<file path="src/rtl/ppu_compressor_pkg.sv">
// Shared PPU definitions: pooled-output packet and the sparse
// (value, zero-run index) packet consumed by the next layer buffer.
`ifndef POOLING_OUT_SIZE
`define POOLING_OUT_SIZE 8
`endif
`ifndef Accumulator_buffer_k_offset
`define Accumulator_buffer_k_offset 16
`endif
`ifndef IDX_WIDTH
`define IDX_WIDTH 4
`endif
`ifndef PPU_FIFO_DEPTH
`define PPU_FIFO_DEPTH 8
`endif

package ppu_compressor_pkg;

    localparam int POOL_LANES = `POOLING_OUT_SIZE;
    localparam int PPU_DATA_W = 16;
    localparam int PPU_IDX_W  = `IDX_WIDTH;
    localparam int PPU_K_W    = $clog2(`Accumulator_buffer_k_offset);
    localparam int PPU_CNT_W  = $clog2(POOL_LANES + 1);

    typedef struct packed {
        logic [POOL_LANES-1:0]                 valid;
        logic [POOL_LANES-1:0][PPU_DATA_W-1:0] data;
    } PPU_compress_PACKET;

    typedef struct packed {
        logic [POOL_LANES-1:0][PPU_DATA_W-1:0] data;
        logic [POOL_LANES-1:0][PPU_IDX_W-1:0]  index;
        logic [PPU_CNT_W-1:0]                  count;
        logic [PPU_K_W-1:0]                    k;
        logic                                  last;
    } PPU_SPARSE_PACKET;

endpackage

</file>
<file path="src/rtl/ppu_sparse_fifo.sv">
// Synchronous FIFO for packed sparse words; head reads as zero
// whenever the queue is empty.
module ppu_sparse_fifo #(
    parameter int W     = 8,
    parameter int DEPTH = 8
) (
    input  logic         clk,
    input  logic         rst,
    input  logic         push,
    input  logic [W-1:0] din,
    input  logic         pop,
    output logic [W-1:0] dout,
    output logic         full,
    output logic         empty
);

    localparam int AW = $clog2(DEPTH);

    logic [W-1:0]  mem [DEPTH];
    logic [AW-1:0] wr_ptr;
    logic [AW-1:0] rd_ptr;
    logic [AW:0]   used;
    logic          do_push;
    logic          do_pop;

    assign full    = (used == (AW+1)'(DEPTH));
    assign empty   = (used == '0);
    assign do_pop  = pop && !empty;
    // A pop in the same cycle frees the slot, so a full FIFO still accepts.
    assign do_push = push && (!full || do_pop);
    assign dout    = empty ? '0 : mem[rd_ptr];

    always_ff @(posedge clk) begin
        if (do_push) begin
            mem[wr_ptr] <= din;
        end
    end

    always_ff @(posedge clk or negedge rst) begin
        if (!rst) begin
            wr_ptr <= '0;
            rd_ptr <= '0;
            used   <= '0;
        end else begin
            if (do_push) begin
                wr_ptr <= wr_ptr + AW'(1);
            end
            if (do_pop) begin
                rd_ptr <= rd_ptr + AW'(1);
            end
            unique case ({do_push, do_pop})
                2'b10:   used <= used + (AW+1)'(1);
                2'b01:   used <= used - (AW+1)'(1);
                default: used <= used;
            endcase
        end
    end

endmodule

</file>
<file path="src/rtl/ppu_compressor.sv">
// Drops zero activations and packs survivors into left-justified
// (value, zero-run) words queued towards the writeback path.
module ppu_compressor
    import ppu_compressor_pkg::*;
#(
    parameter int LANES      = `POOLING_OUT_SIZE,
    parameter int DATA_W     = 16,
    parameter int IDX_W      = `IDX_WIDTH,
    parameter int FIFO_DEPTH = `PPU_FIFO_DEPTH,
    parameter int K_W        = $clog2(`Accumulator_buffer_k_offset)
) (
    input  logic               clk,
    input  logic               rst,
    input  PPU_compress_PACKET pooling_compress_in,
    input  logic [K_W-1:0]     kc_num,
    input  logic               PPU_finish_en,
    output PPU_SPARSE_PACKET   comp_out,
    output logic               comp_valid,
    input  logic               comp_ready,
    output logic               overflow
);

    localparam int SLOT_W = $clog2(LANES);
    localparam int CNT_W  = $clog2(LANES + 1);

    logic [IDX_W-1:0] run_q;
    logic [IDX_W-1:0] run_d;
    logic [K_W-1:0]   kc_prev;
    logic             finish_q;
    logic             finish_rise;
    logic [CNT_W-1:0] cnt;
    PPU_SPARSE_PACKET word;
    logic             push;
    logic             pop;
    logic             full;
    logic             empty;

    assign finish_rise = PPU_finish_en && !finish_q;

    always_comb begin
        word      = '0;
        word.k    = kc_num;
        word.last = finish_rise;
        cnt       = '0;
        // Runs never span output channels.
        run_d     = (kc_num != kc_prev) ? '0 : run_q;
        for (int j = 0; j < LANES; j++) begin
            if (pooling_compress_in.valid[j]) begin
                if (pooling_compress_in.data[j] != '0) begin
                    word.data[cnt[SLOT_W-1:0]]  = pooling_compress_in.data[j];
                    word.index[cnt[SLOT_W-1:0]] = run_d;
                    cnt   = cnt + CNT_W'(1);
                    run_d = '0;
                end else if (run_d == '1) begin
                    word.index[cnt[SLOT_W-1:0]] = run_d;
                    cnt   = cnt + CNT_W'(1);
                    run_d = '0;
                end else begin
                    run_d = run_d + IDX_W'(1);
                end
            end
        end
        word.count = cnt;
    end

    assign push       = finish_rise || (cnt != '0);
    assign pop        = comp_valid && comp_ready;
    assign comp_valid = !empty;

    always_ff @(posedge clk or negedge rst) begin
        if (!rst) begin
            run_q    <= '0;
            kc_prev  <= '0;
            finish_q <= 1'b0;
            overflow <= 1'b0;
        end else begin
            run_q    <= finish_rise ? '0 : run_d;
            kc_prev  <= finish_rise ? '0 : kc_num;
            finish_q <= PPU_finish_en;
            if (push && full && !pop) begin
                overflow <= 1'b1;
            end
        end
    end

    ppu_sparse_fifo #(
        .W     ($bits(PPU_SPARSE_PACKET)),
        .DEPTH (FIFO_DEPTH)
    ) u_fifo (
        .clk   (clk),
        .rst   (rst),
        .push  (push),
        .din   (word),
        .pop   (pop),
        .dout  (comp_out),
        .full  (full),
        .empty (empty)
    );

endmodule
</file>
<file path="config.mk">
export PLATFORM = sky130hd
export DESIGN_NAME = ppu_compressor
export DESIGN_NICKNAME = d
export VERILOG_FILES = /design/src/rtl/ppu_compressor_pkg.sv /design/src/rtl/ppu_sparse_fifo.sv /design/src/rtl/ppu_compressor.sv
export SDC_FILE = /design/constraint.sdc
export NUM_CORES = 2
export LEC_CHECK = 0
export CAP_MARGIN = 5
export CORE_UTILIZATION = 40
export DETAILED_ROUTE_END_ITERATION = 16
export GPL_TIMING_DRIVEN = 0
export PLACE_DENSITY = 0.71
export SETUP_SLACK_MARGIN = 0.2
export SLEW_MARGIN = 25
export SYNTH_ARGS = -nofsm -noshare
export SYNTH_HDL_FRONTEND = slang
export SYNTH_SLANG_ARGS = --single-unit
</file>
<file path="constraint.sdc">
create_clock -name clk -period 24.8 [get_ports clk]
set_clock_uncertainty 0.1 [all_clocks]
set_input_delay 4.96 -clock clk [delete_from_list [all_inputs] [get_ports clk]]
set_output_delay 4.96 -clock clk [all_outputs]
set_load 0.01 [all_outputs]
</file>
==> flow_summary.toml <==
[layout]
layout_common_cells = "edfxtp_1, nor2_1, mux4_2, mux2i_1, clkbuf_1"
design_area_um2 = 74400
nets = 4965
drive_above_1_share = 0.196
syn_to_final_growth_pct = 17.7
final_common_cell = "edfxtp_1"

[synth]
ys.flop_type = "edfxtp_1"
synth_seq_cells = 1372
yosysWarnings = 0
ys_async_sr_fraction = 0.0146
mappedNetlistArea_um2 = 63200
synth_edf_count = 1352
yosysUniqueCellTypes = 99
synth_area_per_cell_um2 = 15.3
syn_nets = 4296
ys_seq_area_frac = 0.651
netlist_instances = 4128

[clock_network]
htreeDepth = 4
cts-resized-gates = 0
root_buffer = "clkbuf_16"
numClockSinks = 1372
cts_setup_buffers = 0
clockBufferDepth = 3
cts_tree = "done"
postCtsHoldBufs = 0
clk_pin_slew_worst_paths_ns = 0.06
cts_buffers = 134
insertion_delay_ns = 0.77

[place]
place_area_um2 = 70000
gp_congestion = 0.994
dpl_worst_slack_ns = 4.19
dp_hpwl_mm = 161
portBuffers = 230

[worst_setup_path]
path_class = "input port to flop"
slowest_stage = "clkdlybuf4s50_1"
crit_fanout = 10
crit_top_cell = "buf_2"
endpoint_kind = "flop"
crit_required_ns = 25.16
arrival_ns = 20.75
critical-path-max-stage-delay_ns = 0.84
rr_worst_depth = 63
critPathLaunchType = "input port"

[run_status]
status = "finished, final reports clean"

[floorplanning]
dieArea_um2 = 160000
start_util = 0.403
die_w_um = 399
io_pins = 315
core_area_um2 = 157000
die_h_um = 399
fp-row-count = 145

[grt]
overflow = 0
grt_use_total = 0.265
grt_max_degree = 21
grt_pass1_wl_mm = 299
antenna_found_initial = 46
grt_pass1_vias = 40600

[power_and_ir_drop]
power.total_mw = 9.60
p_leak_nw = 25.8
power_density_nw_per_um2 = 129
irDropWorstVdd_mv = 0.0676

[sta]
finalHoldViolCount = 0
finalSetupTns_ns = 0
setup_viol = 0
worst_slack_ns = 4.40
fmax_ghz = 0.0490
period_minus_slack_ns = 20.40
post-route-period-util = 0.822
max_slew_margin = 0.170
worst_pin_slew_ns = 1.25
rsz0062_at_grt = "false"
finalMaxSlewViolations = 0

[detailed_routing]
via_count = 42700
routed_via_density = 6.13
first_iter_violations = 6489
drcViolationCount = 0
post_drt_wl_per_cell_um = 30.7
first_pass_iters = 6
wl_mm = 214
drtAntennaViolNets = 0

[worst_hold_path]
hold_path.class = "flop to flop"
whs_path_depth = 1

[job]
cap_violations = 0
-- per-stage QoR --
| step | util | std cells | hold slack (ns) |
|---|---|---|---|
| floorplan | - | 4128 | 0.365 |
| global placement | 0.435 | 6416 | 0.378 |
| detailed placement | 0.447 | 6718 | 0.371 |
| CTS | 0.474 | 6956 | 0.384 |
| global route | 0.475 | 6965 | 0.398 |
| finish | 0.475 | 6974 | 0.379 |
-- cells in the mapped netlist (all sizes together) (12+ instances only) --
| master | instances | area share |
|---|---|---|
| nor2 | 422 | 0.025 |
| and2 | 18 | 0.0018 |
| o21ai | 170 | 0.014 |
| nor3 | 29 | 0.0026 |
| nand2 | 256 | 0.015 |
| nand4 | 21 | 0.0022 |
| edfxtp | 1352 | 0.64 |
| nor4 | 51 | 0.0063 |
| buf | 79 | 0.0051 |
| xnor2 | 24 | 0.0038 |
| o211ai | 31 | 0.0038 |
| a211oi | 30 | 0.0036 |
| inv | 43 | 0.0026 |
| ha | 23 | 0.0046 |
| dfrtp | 20 | 0.0079 |
| a32oi | 70 | 0.0097 |
| mux4 | 338 | 0.12 |
| a31oi | 44 | 0.0047 |
| mux2i | 307 | 0.049 |
| mux2 | 25 | 0.0045 |
| clkbuf | 262 | 0.016 |
| nand3 | 60 | 0.0048 |
| a22oi | 62 | 0.0074 |
| nand2b | 12 | 0.0012 |
| a21oi | 178 | 0.014 |
| nor3b | 18 | 0.0021 |
| a211o | 33 | 0.0046 |
-- worst max-delay path: cells and delay by family --
kind                     cells  cell delay [ns]
AND/OR/NAND/NOR             19             4.38
buffers and inverters       22             4.99
adder cells (fa/ha/maj)      8             2.11
AO/OA/AOI/OAI               13             3.39
multiplexers                 1             0.36
XOR/XNOR                     1             0.52
-- power by group --
group	switching, mW	internal [mW]	total [mW]
Sequential	0.150	3.44	3.59
Combinational	2.36	1.69	4.05
Clock	0.866	1.10	1.96
Total	3.38	6.23	9.60
-- worst paths after layout --
| check | start | end | slack [ns] |
|---|---|---|---|
| setup / recovery | kc_num[0] | u_fifo.mem[6][131] | 4.40 |
| hold / removal | overflow | overflow | 0.38 |
| setup reg to reg | kc_prev[0] | u_fifo.mem[6][131] | 9.28 |
| hold reg to reg | overflow | overflow | 0.38 |
| max in group asynchronous | rst | u_fifo.wr_ptr[1] | 20.04 |
| min in group asynchronous | rst | u_fifo.used[1] | 4.13 |
-- routing by layer --
metal | vias to the layer above | global-route usage | wire (µm)
li1 | 17800 | - | -
met1 | 21700 | 0.366 | 83600
met2 | 2774 | 0.399 | 96000
met3 | 404 | 0.0848 | 28000
met4 | 48 | 0.0776 | 6600
met5 | - | 0 | 320
-- cells by family after synthesis --
logic type | after synthesis | share of synthesized area
XOR/XNOR | 34 | 0.00604
multiplexers | 670 | 0.174
flip-flops | 1372 | 0.651
AO/OA/AOI/OAI | 710 | 0.0745
adder cells (fa/ha/maj) | 24 | 0.00487
AND/OR/NAND/NOR | 934 | 0.0671
buffers and inverters | 384 | 0.0232
-- sequential cells by signal (all words and copies together) (netlist names) --
| signal | flops |
|---|---|
| finish_q | 1 |
| kc_prev | 4 |
| overflow | 1 |
| run_q | 4 |
| u_fifo.mem | 1352 |
| u_fifo.rd_ptr | 3 |
| u_fifo.used | 4 |
| u_fifo.wr_ptr | 3 |
-- cell type report --
cell class,count,area [µm²]
antenna,17,42.5
buffer,341,1330
clock buffer,166,3500
clock inverter,72,688
fill,13200,82200
inverter,43,161
multi-input combinational,2372,20800
sequential,1372,41100
tap,2058,2570
timing repair buffer,533,4160
Power figures use the tool's default switching activity.
